## src/rtl/param_stream_mux_pkg.sv

```systemverilog
// Shared constants and helpers for the parameterised stream multiplexer.
// No logic of its own; used at elaboration time only.
// Not applicable: holds no datapath and applies no flow control.
package stream_mux_pkg;

    localparam logic MODE_SEL = 1'b0;
    localparam logic MODE_RR  = 1'b1;

    // Ceiling log2, never below 1 so that a 2-way mux still gets a 1-bit index.
    function automatic int clog2(input int n);
        int r;
        r = 1;
        for (int i = 1; i < 31; i++) begin
            if ((1 << i) < n) begin
                r = i + 1;
            end
        end
        return r;
    endfunction

endpackage

```

## src/rtl/param_stream_mux_rr_arbiter.sv

```systemverilog
// Rotate-priority encoder: first asserted request at or above ptr, wrapping modulo N_IN.
// Latency: purely combinational.
// Backpressure: none; the grant is simply qualified by the caller's load condition.
module rr_arbiter
    import stream_mux_pkg::*;
#(
    parameter int  N_IN  = 2,
    localparam int SEL_W = clog2(N_IN)
) (
    input  logic [N_IN-1:0]  req,
    input  logic [SEL_W-1:0] ptr,
    output logic             gnt_vld,
    output logic [SEL_W-1:0] gnt_idx
);

    // Walk the offsets from farthest to nearest so the nearest requester is written last and wins.
    always_comb begin
        gnt_vld = 1'b0;
        gnt_idx = '0;
        for (int k = N_IN - 1; k >= 0; k--) begin
            int c;
            c = int'(ptr) + k;
            if (c >= N_IN) begin
                c = c - N_IN;
            end
            if (req[c]) begin
                gnt_vld = 1'b1;
                gnt_idx = SEL_W'(c);
            end
        end
    end

endmodule

```

## src/rtl/param_stream_mux.sv

```systemverilog
// N_IN-way valid/ready stream mux, fixed-select or round-robin, with optional packet lock (PARAM_STREAM_MUX_PKT_LOCK_EN).
// Latency: 1 cycle from input handshake to out_valid; full 1 beat/cycle throughput.
// Backpressure: out_valid && !out_ready holds the output register and drops every in_ready.
module param_stream_mux
    import stream_mux_pkg::*;
#(
    parameter int  WIDTH = 8,
    parameter int  N_IN  = 2,
    localparam int SEL_W = clog2(N_IN)
) (
    input  logic                  clk,
    input  logic                  reset_n,
    input  logic                  mode,
    input  logic [SEL_W-1:0]      sel,
    input  logic [N_IN*WIDTH-1:0] in_data,
    input  logic [N_IN-1:0]       in_valid,
    output logic [N_IN-1:0]       in_ready,
    output logic [WIDTH-1:0]      out_data,
    output logic                  out_valid,
    input  logic                  out_ready,
`ifdef PARAM_STREAM_MUX_PKT_LOCK_EN
    input  logic [N_IN-1:0]       in_last,
    output logic                  out_last,
`endif
    output logic [SEL_W-1:0]      out_src
);

    logic             load;
    logic             rr_vld;
    logic [SEL_W-1:0] rr_idx;
    logic [SEL_W-1:0] rr_ptr;
    logic             gnt_vld;
    logic [SEL_W-1:0] gnt_idx;
    logic [WIDTH-1:0] gnt_dat;
    logic             gnt_in_vld;
    logic             gnt_last;
    logic             xfer;
`ifdef PARAM_STREAM_MUX_PKT_LOCK_EN
    logic             lock;
    logic [SEL_W-1:0] lock_idx;
`endif

    assign load = !out_valid || out_ready;
    assign xfer = gnt_vld && gnt_in_vld && load;

    rr_arbiter #(.N_IN(N_IN)) u_arb (
        .req     (in_valid),
        .ptr     (rr_ptr),
        .gnt_vld (rr_vld),
        .gnt_idx (rr_idx)
    );

    // Pick the single granted channel; fixed mode grants sel whether or not it is valid, so ready never waits on valid.
    always_comb begin
        gnt_vld = 1'b0;
        gnt_idx = '0;
        if (mode == MODE_RR) begin
            gnt_vld = rr_vld;
            gnt_idx = rr_idx;
        end else if (int'(sel) < N_IN) begin
            gnt_vld = 1'b1;
            gnt_idx = sel;
        end
`ifdef PARAM_STREAM_MUX_PKT_LOCK_EN
        if (lock) begin
            gnt_vld = 1'b1;
            gnt_idx = lock_idx;
        end
`endif
    end

    // Steer the granted channel's data, valid and last, and raise ready on that channel only.
    always_comb begin
        gnt_dat    = '0;
        gnt_in_vld = 1'b0;
        gnt_last   = 1'b1;
        in_ready   = '0;
        for (int i = 0; i < N_IN; i++) begin
            if (gnt_idx == SEL_W'(i)) begin
                gnt_dat    = in_data[i*WIDTH +: WIDTH];
                gnt_in_vld = in_valid[i];
`ifdef PARAM_STREAM_MUX_PKT_LOCK_EN
                gnt_last   = in_last[i];
`endif
                in_ready[i] = reset_n && gnt_vld && load;
            end
        end
    end

    // Output register: take a new beat on transfer, otherwise drain when downstream accepts.
    always_ff @(posedge clk or negedge reset_n) begin
        if (!reset_n) begin
            out_valid <= 1'b0;
            out_data  <= '0;
            out_src   <= '0;
`ifdef PARAM_STREAM_MUX_PKT_LOCK_EN
            out_last  <= 1'b0;
`endif
        end else if (xfer) begin
            out_valid <= 1'b1;
            out_data  <= gnt_dat;
            out_src   <= gnt_idx;
`ifdef PARAM_STREAM_MUX_PKT_LOCK_EN
            out_last  <= gnt_last;
`endif
        end else if (out_ready) begin
            out_valid <= 1'b0;
        end
    end

    // Round-robin pointer moves past the winner, but only once its packet (or single beat) is complete.
    always_ff @(posedge clk or negedge reset_n) begin
        if (!reset_n) begin
            rr_ptr <= '0;
        end else if (xfer && (mode == MODE_RR) && gnt_last) begin
            rr_ptr <= (gnt_idx == SEL_W'(N_IN - 1)) ? '0 : gnt_idx + SEL_W'(1);
        end
    end

`ifdef PARAM_STREAM_MUX_PKT_LOCK_EN
    // Hold the grant on a channel from its first non-last beat until its last beat transfers.
    always_ff @(posedge clk or negedge reset_n) begin
        if (!reset_n) begin
            lock     <= 1'b0;
            lock_idx <= '0;
        end else if (xfer) begin
            lock     <= !gnt_last;
            lock_idx <= gnt_idx;
        end
    end
`endif

endmodule

```

## config.mk

```make
export PLATFORM = sky130hd
export DESIGN_NAME = param_stream_mux
export DESIGN_NICKNAME = d
export VERILOG_FILES = /design/src/rtl/param_stream_mux_pkg.sv /design/src/rtl/param_stream_mux_rr_arbiter.sv /design/src/rtl/param_stream_mux.sv
export SDC_FILE = /design/constraint.sdc
export NUM_CORES = 1
export LEC_CHECK = 0
export CORE_ASPECT_RATIO = 1.2
export CORE_UTILIZATION = 37
export CTS_CLUSTER_DIAMETER = 200
export DETAILED_ROUTE_END_ITERATION = 16
export PLACE_DENSITY = 0.8
export REMOVE_ABC_BUFFERS = 1
export SYNTH_ARGS = -nofsm -noshare
export SYNTH_HDL_FRONTEND = slang
export SYNTH_SLANG_ARGS = --single-unit
```

## constraint.sdc

```tcl
create_clock -name clk -period 1.7 [get_ports clk]
set_input_delay 0.17 -clock clk [delete_from_list [all_inputs] [get_ports clk]]
set_output_delay 0.17 -clock clk [all_outputs]
set_load 0.005 [all_outputs]
```

==> metrics.md, run 1 <==
| Metric | Value |
|---|---|
| Status | finished clean |
| CP Max Fanout | 4 |
| Routed wire per std cell | between 10 and 15 um |
| Fmax | 598 MHz |
| Crit start category | flop |
| Setup violations, final | 0 |
| GRT Overall Usage | 21.2% |
| Worst setup margin | 27.3 ps |
| Fin. Hold Viols | 0 |
| TritonCTS clock tree | built |
| Die area | 1850 um2 |
| Top cells by area, synth | dfrtp_1 (44%), mux2_4 (19%), mux2_2 (16%) |
| Max Slew Vio Count | 0 |
| Cell family with most CP delay | multiplexers |
| Hold crit path type | in -> async |
| Fillers | 113 |
| DRC | 0 |
| Worst Path Buf+Inv | 2 |
| #FFs+latches synth | 11 |
| Cell Area, Synth | roughly 620 um2 |
| Final Cycle Share | a little over nine tenths |
| R2R depth | 6 |
| TritonCTS buffer count | 3 |
| Initial antenna violation count | 0 |
| Initial Util | 41.4% |
| HPWL after DPL | 1.19 mm |
| Worst setup EP type | flop |
| Share of post-route cells with drive strength above 1 | 42.1% |
| Final core occ | between 70% and 80% |
| Clock root buffer master | clkbuf_4 |
| Reg-to-Reg Start | rr_ptr |
| Vias in the first global route | around 560 |
| DRC violation total after the first TritonRoute iteration | 1 |
| Routability cong. | 0.647 |
| Top cell type's share of synthesized area | between 40% and 50% |
| Netlist cell types | 19 |
| Reg clk slew, reported paths | 80 ps |
| Most used cell along the critical path | buf_6 |
| Core region area | 1500 um2 |
| Die Width | 39.4 um |
| Slowest stage delay, CP | 350 ps |
| Area occupied by registers | 275 um2 |
| Wire length of the first global-routing pass | about 2.6 mm |
| Worst path required time | 1850 ps |
| Number of routed nets with antenna violations | 0 |
| Worst-Skew Late Latency | 270 ps |
| Chip height | around 47 um |
| Syn Inst Count | 45 |
| I/O Buffers | 34 |
| Via density | 5.04 |
| Ports | 35 |
| Grt ovf | 0 |
| Clock skew | 3.97 ps |
| Max VDD drop | 0.663 mV |
| Syn avg cell area | 13.8 um2 |
| CP Launch Point | rr_ptr |
| Crit path kind | reg -> reg |
| Clk sinks | 11 |
| Max-slew headroom | 83.4% |
| CP arrival | between 1500 and 2000 ps |
| Area grow syn2layout | 82.7% |
| # nets final | 119 |
| Multi-input logic area | 344 um2 |
| Largest net degree at the start of global routing | 12 |
| Lkg Pwr | 0.513 nW |
| Slowest stage cell, crit path | dfrtp_1 |
| DR pass1 iterations | 2 |
| Site Rows | 15 |
| Max-Cap Viols | 0 |
| Worst slack at placement | -290 ps |
| Cts hold-fix bufs | 0 |
| Sequential area share after synthesis | 44.3% |
| Total Wirelength | 1.59 mm |
| Yosys top cell by area | dfrtp_1 |
| Synthesis Warnings | 0 |
| Clk buf depth | 2 |
| Vias | 565 |
| Inserted Diodes | 0 |
| # H-tree levels | 1 |
| Worst-margin pin slew | 248 ps |
| PwrDens | roughly 790 nW/um2 |
| Crit-path cells | and2b_2 -> o21ai_4 -> buf_6 -> buf_6 -> mux2_4 -> mux2_2 |
| Internal reg-to-reg setup slack | around 27 ps |
| Fin crit period | 1670 ps |
| Reg2Reg Capture Point | out_data[0] |
## layer usage
metal / track usage [%] / vias up / share of wire [%]
li1: - / 264 / -
met1: 25.5 / 275 / 39
met2: 34.4 / 22 / 54
met3: 3.32 / 4 / 4.6
met4: 13.8 / 0 / 2.5
met5: 0 / - / 0
## layout make-up
class	count	area share, %
well taps	17	1.87
repair buffers	47	40.5
inverters	2	0.661
flip-flops and latches	11	24.2
clock buffers	3	1.98
clock inverters	1	0.441
multi-input cells	31	30.3
## worst max path at each step
stage	end	slack, ps	cells past startpoint
after global placement	out_data[6]	-250	6
after CTS	out_data[7]	0.7	6
after floorplan	out_data[7]	10	4
after global routing	out_data[3]	-6	7
final	out_data[0]	30	6
after detailed placement	out_data[5]	-290	6
## layout by cell type (no fill, tap or decap)
master,n
clkdlybuf4s50_1,30
clkbuf_4,3
nor2_1,1
dfrtp_1,11
a21oi_2,1
nand3_1,1
buf_12,1
dlygate4sd2_1,3
and2b_2,1
dlymetal6s2s_1,1
nand2b_1,1
mux2_2,9
nor3_4,1
mux2_4,8
clkinv_2,1
nor2b_1,1
nand2_1,1
nor3_1,1
buf_6,3
inv_1,2
a32o_1,1
o21ai_0,1
or2b_4,1
o21ai_4,1
buf_4,9
o311ai_2,1
## cell usage after synthesis, drive strengths merged
cell type  number
buf             1
mux2           17
nor3            2
nor2            1
dfrtp          11
and2b           1
nand2           1
nand2b          1
nor2b           1
inv             2
a21oi           1
o311ai          1
a32o            1
nand3           1
or2b            1
o21ai           2
## power by group
group	switching, mW	total, mW	internal [mW]	leakage [nW]
Combinational	0.110	0.375	0.264	0.367
Sequential	0.0298	0.347	0.318	0.128
Clock	0.0907	0.178	0.0869	0.0177
Total	0.231	0.899	0.669	0.513
## registers in the layout (all words and copies together), names as in the netlist
name       count
out_data       8
out_src        1
out_valid      1
rr_ptr         1
## stage by stage
stage / hold slack [ps] / cell area [um2] / total power, mW / setup TNS (ps) / std cells
finish: 264 / 1140 / 0.899 / 0 / 112
detailed placement: 485 / 1040 / 0.690 / -2800 / 104
global placement: 475 / 1040 / 0.684 / -2440 / 104
global route: 302 / 1140 / 0.956 / -21.0 / 112
CTS: 268 / 1090 / 0.883 / 0 / 109
floorplan: -126 / 611 / 0.482 / 0 / 44
## repair_timing
item / 4_1_cts / 5_1_grt
pin swaps: 1 / 2
endpoints found under the hold margin: 0 / 0
setup endpoints to repair: 2 / 9
resized for setup: 9 / 2
setup buffers: 1 / 3
## logic make-up (layout without fill, tap and decap cells)
logic type      Yosys count  in the layout  synth area share [%]
compound gates            5              5                  6.64
buf+inv                   3             53                  3.02
flops                    11             11                  44.3
mux                      17             17                  35.6
simple gates              9              9                  10.5
Power figures use the tool's default switching activity.
==> inputs of run 2 (changes only) <==
--- a/config.mk
+++ b/config.mk
@@ -5,10 +5,10 @@
 export SDC_FILE = /design/constraint.sdc
 export NUM_CORES = 1
 export LEC_CHECK = 0
-export CORE_ASPECT_RATIO = 1.2
 export CORE_UTILIZATION = 37
 export CTS_CLUSTER_DIAMETER = 200
 export DETAILED_ROUTE_END_ITERATION = 16
+export HOLD_SLACK_MARGIN = 0.12
 export PLACE_DENSITY = 0.8
 export REMOVE_ABC_BUFFERS = 1
 export SYNTH_ARGS = -nofsm -noshare
==> run 2 against run 1 <==
Sequential share of layout area is 0.32 points higher. Routed wire length is 2.0% lower. Non-clock buffer count is 2 lower. Clock power is 7% higher. First-iteration DRC count grew to 7.0 times the previous value. Critical path type unchanged. Setup slack better by 38 ps. Sequential power hardly changed. Power is 0.86% higher. Clock-buffer cell count is 1 higher. Utilization is 2.9 points lower. Critical path depth is 1 lower.
==> metrics.md, run 2 (synthesized netlist as in run 1, its figures left out) <==
| Metric | Value |
|---|---|
| TritonCTS buffer count | 3 (unchanged) |
| Final Cycle Share | 96.2% (was 98.4%) |
| Seq pwr share | 38.0% (was 38.6%) |
| Die area | 1850 um2 (about the same) |
| GRT Overall Usage | 19.5% (was 21.2%) |
| Max reg flops | 8 (unchanged) |
| Lkg Pwr | 0.500 nW (was 0.513 nW) |
| Grt ovf | 0 (unchanged) |
| # H-tree levels | 1 (unchanged) |
| Share of post-route cells with drive strength above 1 | 40.9% (was 42.1%) |
| Number of routed nets with antenna violations | 0 (unchanged) |
| Worst-margin pin slew | 244 ps (was 248 ps) |
| Clock root buffer master | clkbuf_4 (unchanged) |
| Max-slew headroom | 83.5% (was 83.4%) |
| # nets final | 117 (was 119) |
| Routability cong. | 0.682 (was 0.647) |
| Status | finished clean (unchanged) |
| Chip height | 43.0 um (was 46.9 um) |
| Clock skew | 9.04 ps (was 3.97 ps) |
| Area after DPL | 1050 um2 (was 1040 um2) |
| Initial antenna violation count | 0 (unchanged) |
| CP arrival | 1800 ps (was 1820 ps) |
| Max-Cap Viols | 0 (unchanged) |
| Ports | 35 (unchanged) |
| PwrDens | 809 nW/um2 (was 792 nW/um2) |
| Routed wire per std cell | 14.3 um (was 14.2 um) |
| Most common cell after layout, fill and taps aside | clkdlybuf4s50_1 (unchanged) |
| Setup violations, final | 0 (unchanged) |
| Sw Pwr | 235 uW (was 231 uW) |
| Final core occ | 72.7% (was 75.7%) |
| DR pass1 iterations | 4 (was 2) |
| Crit path kind | reg -> reg (unchanged) |
| Hold crit path type | in -> async (unchanged) |
| Worst setup EP type | flop (unchanged) |
| Crit start category | flop (unchanged) |
| Cts hold-fix bufs | 0 (unchanged) |
| TritonCTS clock tree | built (unchanged) |
| Worst path required time | 1870 ps (was 1850 ps) |
| Area occupied by registers | 275 um2 (unchanged) |
| Initial Util | 40.3% (was 41.4%) |
| Final Total Pwr | 907 uW (was 899 uW) |
| Design Area, Final | 1120 um2 (was 1140 um2) |
| Clock share of power | 21.0% (was 19.7%) |
| Fin crit period | 1630 ps (was 1670 ps) |
| Clk buf depth | 2 (unchanged) |
| Gate power share | 41.0% (was 41.6%) |
| Area grow syn2layout | 80.3% (was 82.7%) |
| Total Wirelength | 1.56 mm (was 1.59 mm) |
| Slowest stage cell, crit path | dfrtp_1 (unchanged) |
| Setup repair after global routing missed its margin | no |
| Clk sinks | 11 (unchanged) |
| CP Max Fanout | 7 (was 4) |
| Cell family with most CP delay | multiplexers (unchanged) |
| Worst-Skew Late Latency | 290 ps (was 270 ps) |
| Multi-input logic area | 344 um2 (unchanged) |
| Slowest stage delay, CP | 340 ps (was 350 ps) |
| Vias | 549 (was 565) |
| Via density | 5.04 (about the same) |
| Reg clk slew, reported paths | 80 ps (about the same) |
| Largest net degree at the start of global routing | 12 (unchanged) |
| Vias in the first global route | 574 (was 559) |
| HPWL after DPL | 1.22 mm (was 1.19 mm) |
| Core region area | 1540 um2 (was 1500 um2) |
| DRC | 0 (unchanged) |
| Cell Int Power | 672 uW (was 669 uW) |
| Fmax | 612 MHz (was 598 MHz) |
| DRC violation total after the first TritonRoute iteration | 7 (was 1) |
| Max Slew Vio Count | 0 (unchanged) |
| Inserted Diodes | 0 (unchanged) |
| Fillers | 117 (was 113) |
| Die Width | 43.0 um (was 39.4 um) |
| Most frequent cells in the layout | clkdlybuf4s50_1 (30), dfrtp_1 (11), mux2_2 (9) (was clkdlybuf4s50_1 (30), dfrtp_1 (11), mux2_2 (9), buf_4 (9), mux2_4 (8)) |
| Wire length of the first global-routing pass | 2.57 mm (about the same) |
| Fin. Hold Viols | 0 (unchanged) |
| Site Rows | 14 (was 15) |
| Most flop-heavy register | out_data (unchanged) |
| Max VDD drop | 0.575 mV (was 0.663 mV) |
| Worst Path Buf+Inv | 1 (was 2) |
| Sw Share | 26.0% (was 25.6%) |
| I/O Buffers | 34 (unchanged) |
| Crit-path cells | and2b_2 -> o21ai_4 -> buf_12 -> mux2_4 -> mux2_2 (was and2b_2 -> o21ai_4 -> buf_6 -> buf_6 -> mux2_4 -> mux2_2) |
-- run 2: changes by cell type in the layout (fill, tap and decap cells not counted), sizes merged --
cell           delta
buf               -2
clkbuf            +2
dlygate4sd2       -2
clkdlybuf4s15     +1
clkinv            -1
-- run 2: final timing paths --
| kind | from | to | slack [ps] | depth (start not counted) |
|---|---|---|---|---|
| worst max-delay path | rr_ptr | out_data[1] | 70 | 5 |
| worst min-delay path | reset_n | out_data[0] | 220 | 2 |
| worst max register to register | rr_ptr | out_data[1] | 70 | 5 |
| worst min register to register | out_data[3] | out_data[3] | 510 | 1 |
| max in group asynchronous | reset_n | out_data[3] | 1320 | 2 |
| min in group clk | mode | rr_ptr | 270 | 2 |
-- run 2: through the flow --
stage          std cells  setup slack [ps]  TNS (ps)  hold slack, ps
2_1_floorplan         44              13.0         0            -126
3_3_place_gp         103              -240     -2440             482
3_5_place_dp         103              -298     -2940             484
4_1_cts              107              19.6         0             221
5_1_grt              109              11.9         0             223
6_report             109              65.2         0             219
-- run 2: repair_timing --
action	4_1_cts	5_1_grt
setup endpoints to repair	2	11
gates cloned	0	0
gates resized for setup	8	4
setup buffers	1	2
pin swaps	1	2
-- run 2: power by group through the flow --
stage | Clock, mW | Sequential [mW] | Combinational [mW]
finish | 0.190 | 0.345 | 0.372
floorplan | 0 | 0.353 | 0.129
global route | 0.210 | 0.352 | 0.398
CTS | 0.194 | 0.346 | 0.353
global placement | 0 | 0.349 | 0.338
detailed placement | 0 | 0.350 | 0.348
-- run 2: cell type report --
type / count / share of cell area, %
clock buffer: 4 / 2.34
inverter: 2 / 0.670
multi-input combinational: 31 / 30.7
sequential: 11 / 24.6
tap: 16 / 1.79
timing repair buffer: 45 / 40.0
-- run 2: per-layer routing --
layer	GRT usage [%]	share of wire (%)	vias to the layer above
met5	0	0	-
met4	7.27	1.3	0
met3	6.38	6.0	2
met2	33.9	54	22
met1	21.8	38	266
li1	-	-	259
